## config.mk

```make
export PLATFORM = sky130hd
export DESIGN_NAME = lnrv_wbck
export DESIGN_NICKNAME = d
export VERILOG_FILES = /design/src/rtl/lnrv_wbck.sv
export SDC_FILE = /design/constraint.sdc
export NUM_CORES = 1
export LEC_CHECK = 0
export ABC_AREA = 0
export CAP_MARGIN = 20
export CORE_MARGIN = 2
export CORE_UTILIZATION = 35
export DETAILED_ROUTE_END_ITERATION = 16
export PLACE_DENSITY_LB_ADDON = 0.08
export SLEW_MARGIN = 10
export SYNTH_ARGS = -nofsm -noshare
export SYNTH_HDL_FRONTEND = slang
export SYNTH_SLANG_ARGS = --single-unit
```

## constraint.sdc

```tcl
create_clock -name clk -period 3 [get_ports clk]
set_input_delay 0.6 -clock clk [delete_from_list [all_inputs] [get_ports clk]]
set_output_delay 0.6 -clock clk [all_outputs]
set_load 0.02 [all_outputs]
```

## src/rtl/lnrv_wbck.sv

```systemverilog
// ---------------------------------------------------------------------------
// lnrv_wbck - write-back arbiter and output stage in front of the GPR file
//
// Collects results from three producers (EXU, LSU, MDU), grants one per
// cycle, and holds it in a one-entry output register that drives the
// register file write handshake. Results addressed to x0 are accepted from
// the producer but never written.
//
// Optional feature macro: LNRV_WBCK_FWD_EN
//   defined   : fwd_rs1_hit/fwd_rs2_hit/fwd_data expose the pending entry
//   undefined : forwarding outputs are tied to 0 (ports kept identical)
//
// Ports:
//   clk, reset_n                 clock, asynchronous active-low reset
//   exu_wbck_vld/rdy/idx/data    EXU result channel (vld/rdy handshake)
//   lsu_wbck_vld/rdy/idx/data    LSU result channel
//   mdu_wbck_vld/rdy/idx/data    MDU result channel
//   wr_vld/rdy/idx/data          register file write port
//   rs1_idx, rs2_idx             decode read indices for forwarding lookup
//   fwd_rs1_hit, fwd_rs2_hit     pending entry matches rsN_idx
//   fwd_data                     data of the pending entry
// ---------------------------------------------------------------------------
module lnrv_wbck #(
  parameter int P_STARVE_LIMIT = 4,
  parameter int P_DATA_WIDTH   = 32
) (
  input  logic                    clk,
  input  logic                    reset_n,
  input  logic                    exu_wbck_vld,
  output logic                    exu_wbck_rdy,
  input  logic [4:0]              exu_wbck_idx,
  input  logic [P_DATA_WIDTH-1:0] exu_wbck_data,
  input  logic                    lsu_wbck_vld,
  output logic                    lsu_wbck_rdy,
  input  logic [4:0]              lsu_wbck_idx,
  input  logic [P_DATA_WIDTH-1:0] lsu_wbck_data,
  input  logic                    mdu_wbck_vld,
  output logic                    mdu_wbck_rdy,
  input  logic [4:0]              mdu_wbck_idx,
  input  logic [P_DATA_WIDTH-1:0] mdu_wbck_data,
  output logic                    wr_vld,
  input  logic                    wr_rdy,
  output logic [4:0]              wr_idx,
  output logic [P_DATA_WIDTH-1:0] wr_data,
  input  logic [4:0]              rs1_idx,
  input  logic [4:0]              rs2_idx,
  output logic                    fwd_rs1_hit,
  output logic                    fwd_rs2_hit,
  output logic [P_DATA_WIDTH-1:0] fwd_data
);

  localparam logic [3:0] STARVE_LIMIT = 4'(P_STARVE_LIMIT);

  logic                    occ;
  logic [3:0]              starve_cnt;
  logic                    load_ok;
  logic                    exu_pri;
  logic                    exu_gnt;
  logic                    lsu_gnt;
  logic                    mdu_gnt;
  logic                    any_gnt;
  logic [4:0]              sel_idx;
  logic [P_DATA_WIDTH-1:0] sel_data;

  // The output register may take a new entry when it is empty or is being
  // drained this cycle, which gives one write per cycle without bubbles.
  // EXU is normally lowest priority; once it has been blocked for
  // STARVE_LIMIT cycles it jumps to the front for one grant.
  always_comb begin
    load_ok  = ~occ | wr_rdy;
    exu_pri  = (STARVE_LIMIT != 4'd0) && (starve_cnt == STARVE_LIMIT);
    exu_gnt  = 1'b0;
    lsu_gnt  = 1'b0;
    mdu_gnt  = 1'b0;
    sel_idx  = '0;
    sel_data = '0;
    if (load_ok) begin
      if (exu_pri && exu_wbck_vld) begin
        exu_gnt = 1'b1;
      end else if (lsu_wbck_vld) begin
        lsu_gnt = 1'b1;
      end else if (mdu_wbck_vld) begin
        mdu_gnt = 1'b1;
      end else if (exu_wbck_vld) begin
        exu_gnt = 1'b1;
      end
    end
    if (exu_gnt) begin
      sel_idx  = exu_wbck_idx;
      sel_data = exu_wbck_data;
    end else if (lsu_gnt) begin
      sel_idx  = lsu_wbck_idx;
      sel_data = lsu_wbck_data;
    end else if (mdu_gnt) begin
      sel_idx  = mdu_wbck_idx;
      sel_data = mdu_wbck_data;
    end
    any_gnt = exu_gnt | lsu_gnt | mdu_gnt;
  end

  assign exu_wbck_rdy = exu_gnt;
  assign lsu_wbck_rdy = lsu_gnt;
  assign mdu_wbck_rdy = mdu_gnt;

  // Output stage. A grant only happens when load_ok, so an x0 result that is
  // absorbed can only coincide with an empty stage or a draining one; in both
  // cases the stage ends up empty.
  always_ff @(posedge clk or negedge reset_n) begin
    if (!reset_n) begin
      occ     <= 1'b0;
      wr_idx  <= '0;
      wr_data <= '0;
    end else if (any_gnt && (sel_idx != 5'd0)) begin
      occ     <= 1'b1;
      wr_idx  <= sel_idx;
      wr_data <= sel_data;
    end else if (occ && wr_rdy) begin
      occ     <= 1'b0;
    end
  end

  assign wr_vld = occ;

  // Counts cycles in which EXU is waiting but loses arbitration; saturates
  // at the limit so promotion holds until EXU is actually granted.
  always_ff @(posedge clk or negedge reset_n) begin
    if (!reset_n) begin
      starve_cnt <= 4'd0;
    end else if (exu_wbck_vld && !exu_gnt) begin
      if (starve_cnt != STARVE_LIMIT) begin
        starve_cnt <= starve_cnt + 4'd1;
      end
    end else begin
      starve_cnt <= 4'd0;
    end
  end

`ifdef LNRV_WBCK_FWD_EN
  // x0 never hits: it is hardwired to zero in the register file.
  assign fwd_rs1_hit = occ && (wr_idx == rs1_idx) && (rs1_idx != 5'd0);
  assign fwd_rs2_hit = occ && (wr_idx == rs2_idx) && (rs2_idx != 5'd0);
  assign fwd_data    = wr_data;
`else
  logic unused_rs;
  assign unused_rs   = ^{rs1_idx, rs2_idx};
  assign fwd_rs1_hit = 1'b0;
  assign fwd_rs2_hit = 1'b0;
  assign fwd_data    = '0;
`endif

endmodule

```

Word-level counts from Yosys, hierarchy flattened
Cells that the tools add are included.
Widths: inputs -> output; s select.
- bitwise operators: 4
- multiplexer cells: 22
- add/sub/neg operators: 1
- reductions and logical operators: 7
- equality and inequality tests: 3
- operators by type and width (cell ; count):
    $mux 32 ; 3
    $mux 5 ; 3
    $mux 1 ; 14
    $mux 4 ; 2
    $reduce_bool 5->1 ; 1
    $add 4x1->4 const B ; 1
    $eq 4x3->1 const B ; 1
    $logic_and 1x1->1 ; 4
    $ne 4x3->1 const B ; 1
    $or 1x1->1 ; 3
    $ne 2x1->1 const B ; 1
    $reduce_bool 2->1 ; 1
    $logic_not 1->1 ; 1
    $not 1->1 ; 1
- flip-flop bits (word level): 42
- bits of input ports: 127

Longest topological paths before layout
Gate-level depths: netlist of the first run.
- word-level depth: 10
- mapped depth: 9
- mapped depth without buffers: 7

Least setup slack after synthesis of the first run
No wires, ideal clock.
- path type: register to output
- start: register starve_cnt[0]
- end: output exu_wbck_rdy
- arrival: 1664 ps
- data required time: 2400 ps
- stages on the path, launching flop included: 7
- slack: 736 ps
- path through: dfrtp_1 > inv_1 > ha_1 > nand4b_2 > a21boi_2 > nor2_2 > clkbuf_1
- cells in the longest elaborated chain, start to end: 4
- RTL lines (element ; line ; text):
    start: declaration ; 55 ; logic [3:0] starve_cnt;
    start signal: assignment ; 131 ; starve_cnt <= starve_cnt + 4'd1;
    $eq 4x3->1 ; 71 ; exu_pri = (STARVE_LIMIT != 4'd0) && (starve_cnt == STARVE_LIMIT);
    $logic_and 1x1->1 ; 78 ; if (exu_pri && exu_wbck_vld) begin
    $mux 1 ; 78 ;
    $mux 1 ; 77 ; if (load_ok) begin
    end: declaration ; 30 ; output logic exu_wbck_rdy,
No other way between the ends.

Worst setup path after layout of the first run
- start: input exu_wbck_vld
- end: output exu_wbck_rdy
- cells in the longest elaborated chain, start to end: 5
- RTL lines (element ; line ; text):
    start: declaration ; 29 ; input logic exu_wbck_vld,
    $mux 1 ; 84 ; end else if (exu_wbck_vld) begin
    $mux 1 ; 82 ; end else if (mdu_wbck_vld) begin
    $mux 1 ; 80 ; end else if (lsu_wbck_vld) begin
    $mux 1 * ; 78 ;
    $mux 1 * ; 77 ;
Mark *: on every way between the ends. The rest lies on a longest branch, timed or not.

==> flow_summary_export.csv, run 1 <==
group,metric,value,unit
layout,fin_cells,507,
setup_path,worstSetupStartpoint,"exu_wbck_vld",
sta,measured_slew_at_the_worst_slew_check_pin,937,ps
route,drt_first_iter_violations,57,
route,drc_errors,0,
synthesis,synthArstFlopShare,100,%
setup_path,critPathMostFrequentCell,"sky130_fd_sc_hd__clkdlybuf4s50_1",
layout,design_area,4410,um^2
sta,max_freq,362,MHz
cts,tritoncts,"done",
status,status,"finished, final reports clean",
setup_path,required,2400,ps
synthesis,synth_edf_count,0,
sta,clock_skew,9.07,ps
power,power-per-cell-area,461,nW/um^2
global_routing,grt_start_max_net_pins,43,
setup_path,cp-start-kind,"input pin",
sta,rsz0062_at_grt,"false",
sta,setup_violations,0,
setup_path,crit_chain,"clkdlybuf4s50_1 > nand4b_2 > a21boi_2 > nor2_4 > clkdlybuf4s50_1",
synthesis,synth_seq_area_share,38.5,%
global_routing,overflow,0,
synthesis,post_synth.cell_area_avg,11.1,um^2
sta,final_total_negative_setup_slack,0,ps
floorplanning,die_area,8520,um^2
global_routing,grtUsageTotal,18.1,%
cts,cts_resized,0,
global_routing,grt_pass1_vias,2449,
setup_path,cp_slowest_stage_delay,600,ps
placed_design,hpwl,6000,um
worst_hold_path,tightest_hold_check_type,"in -> async",
layout,area_delta_synth_final,61.4,%
setup_path,worst-setup-path-type,"in -> out",
sta,final-max-slew-violation-count,0,
layout,final_common_cell,"sky130_fd_sc_hd__clkdlybuf4s50_1",
power,ir_worst_vdd,0.000188,V
floorplanning,ioPinCount,202,
sta,hold_violations,0,
floorplanning,initial_utilization,35.7,%
route,via_count,2474,
placed_design,placed_cell_area,4310,um^2
synthesis,yosysUniqueCellTypes,29,
route,finalWirelength,7920,um
global_routing,antenna_violations_before_repair,0,
cts,post_cts_setup_buffers,0,
layout,share_of_post_route_cells_with_drive_strength_above_1,14.6,%
cts,clock_insertion_delay_worst_skew,290,ps
power,total_power,2030,uW
cts,cts_buffer_depth,2,
sta,slew_headroom,37.5,%
placed_design,gpl.final_weighted_congestion,0.812,
route,vias_per_cell,4.88,
synthesis,ys.warnings.count,0,
cts,cts-htree-levels,2,
setup_path,critical_path.reg2reg.startpoint,"starve_cnt[0]",
setup_path,timing.critical_path.fanout_max,4,
route,avgRoutedWirePerCell,15.6,um
sta,layout_worst_path_cycle_share,92.0,%
floorplanning,core.rowCount,32,
setup_path,cp_data_arrival_time,2160,ps
route,drt_pass1_iterations,6,
sta,layout_min_cycle_time,2760,ps
synthesis,netlist_instances,246,
floorplanning,chipWidth,92.3,um
route,ant_nets,0,
synthesis,netlist_area,2730,um^2
layout,number_of_nets_in_the_finished_design,533,
synthesis,synth-main-ff-cell,"sky130_fd_sc_hd__dfrtp_1",
cts,cts.hold.buffers_added,0,
sta,hold-worst-slack,447,ps
job,max-cap-violations,0,
cts,clkTransAtPathRegs,80,ps
cts,root_buffer,"sky130_fd_sc_hd__clkbuf_8",
setup_path,crit_path_end_kind,"output pin",
floorplanning,die_height,92.3,um
power,power_leakage,0.00186,uW
synthesis,ys_ff_latch,42,
cts,clkSinkCount,42,
placed_design,placedCellCount,499,
setup_path,critical_path.slowest_cell,"sky130_fd_sc_hd__clkdlybuf4s50_1",
cts,cts_buffers,5,
layout,most-common-layout-cells,"155 x sky130_fd_sc_hd__clkdlybuf4s50_1, 42 x sky130_fd_sc_hd__dfrtp_1, 37 x sky130_fd_sc_hd__a22oi_1",
floorplanning,floorplan.core_area,7650,um^2
placed_design,placement.io_buffers,157,
layout,number_of_diodes_added_for_antenna_fixing,0,
global_routing,grt_pass1_wl,12200,um
[kinds of logic (layout without fill, tap and decap cells)]
| kind of cell | count (synthesis) | count (layout) | share of synthesized area, % |
|---|---|---|---|
| AO/OA/AOI/OAI | 87 | 87 | 25.2 |
| XOR/XNOR | 1 | 1 | 0.321 |
| adder cells (fa/ha/maj) | 2 | 2 | 0.916 |
| buffers and inverters | 55 | 181 | 13.3 |
| flip-flops | 42 | 42 | 38.5 |
| multiplexers | 32 | 32 | 16.6 |
| other | 1 | 34 | 0.137 |
| AND/OR/NAND/NOR | 26 | 26 | 5.00 |
[critical path: cells and delay by family]
| kind | cells | cell delay, ps |
|---|---|---|
| simple gates | 2 | 220 |
| compound gates | 1 | 190 |
| buf+inv | 2 | 1150 |
[synth_stat cells (all sizes together), types with 2 or more instances]
cell type	number	area share, %
nand2b	2	0.46
a221o	2	0.73
inv	3	0.41
nand2	8	1.1
clkbuf	13	1.8
o21ai	9	1.6
o41ai	2	0.64
a22oi	37	10
ha	2	0.92
nor2	6	0.92
buf	39	11
nor2b	2	0.46
nand3	2	0.37
dfrtp	42	38
o2bb2ai	34	11
and3	3	0.69
mux2	32	17
[power breakdown]
| group | internal, uW | switching [uW] |
|---|---|---|
| Combinational | 506 | 409 |
| Clock | 186 | 194 |
| Sequential | 673 | 61.7 |
| Total | 1360 | 664 |
[flip-flops by register name, summed over array words and instances, names as in the netlist]
name / count
wr_vld: 1
wr_idx: 5
wr_data: 32
starve_cnt: 4
[final cells by class]
type	count	area [um^2]
sequential	42	1050
timing repair buffer	170	1670
clock buffer	7	86.3
multi-input combinational	182	1450
fill	702	3240
inverter	3	11.3
tap	102	128
clock inverter	1	5.00
[per-stage QoR]
step           utilization, %  setup WS, ps
2_1_floorplan               -           736
3_3_place_gp             56.4           206
3_5_place_dp             56.4           188
4_1_cts                  57.6           229
5_1_grt                  57.6           166
6_report                 57.6           239
[routing by layer]
metal  share of wire, %  track usage (%)  up-vias
met5                  0                0        -
met4                1.0             4.48        0
met3                7.4             5.21        6
met2                 52             33.1      108
met1                 39             20.7     1179
li1                   -                -     1181
[worst paths after layout]
check,slack [ps],depth (start not counted),end
worst max-delay path,240,5,exu_wbck_rdy
worst min-delay path,450,1,wr_data[1]
worst max register to register,670,9,wr_data[27]
worst min register to register,500,1,wr_idx[0]
max in group asynchronous,1970,1,wr_data[14]
min in group clk,500,1,wr_idx[0]
Power figures use the tool's default switching activity.
==> inputs of run 2 (changes only) <==
--- a/config.mk
+++ b/config.mk
@@ -11,6 +11,7 @@
 export CORE_UTILIZATION = 35
 export DETAILED_ROUTE_END_ITERATION = 16
 export PLACE_DENSITY_LB_ADDON = 0.08
+export SKIP_CTS_REPAIR_TIMING = 1
 export SLEW_MARGIN = 10
 export SYNTH_ARGS = -nofsm -noshare
 export SYNTH_HDL_FRONTEND = slang
==> results of run 2 <==
The final DEF is identical to that of run 1; final timing and power are the same.
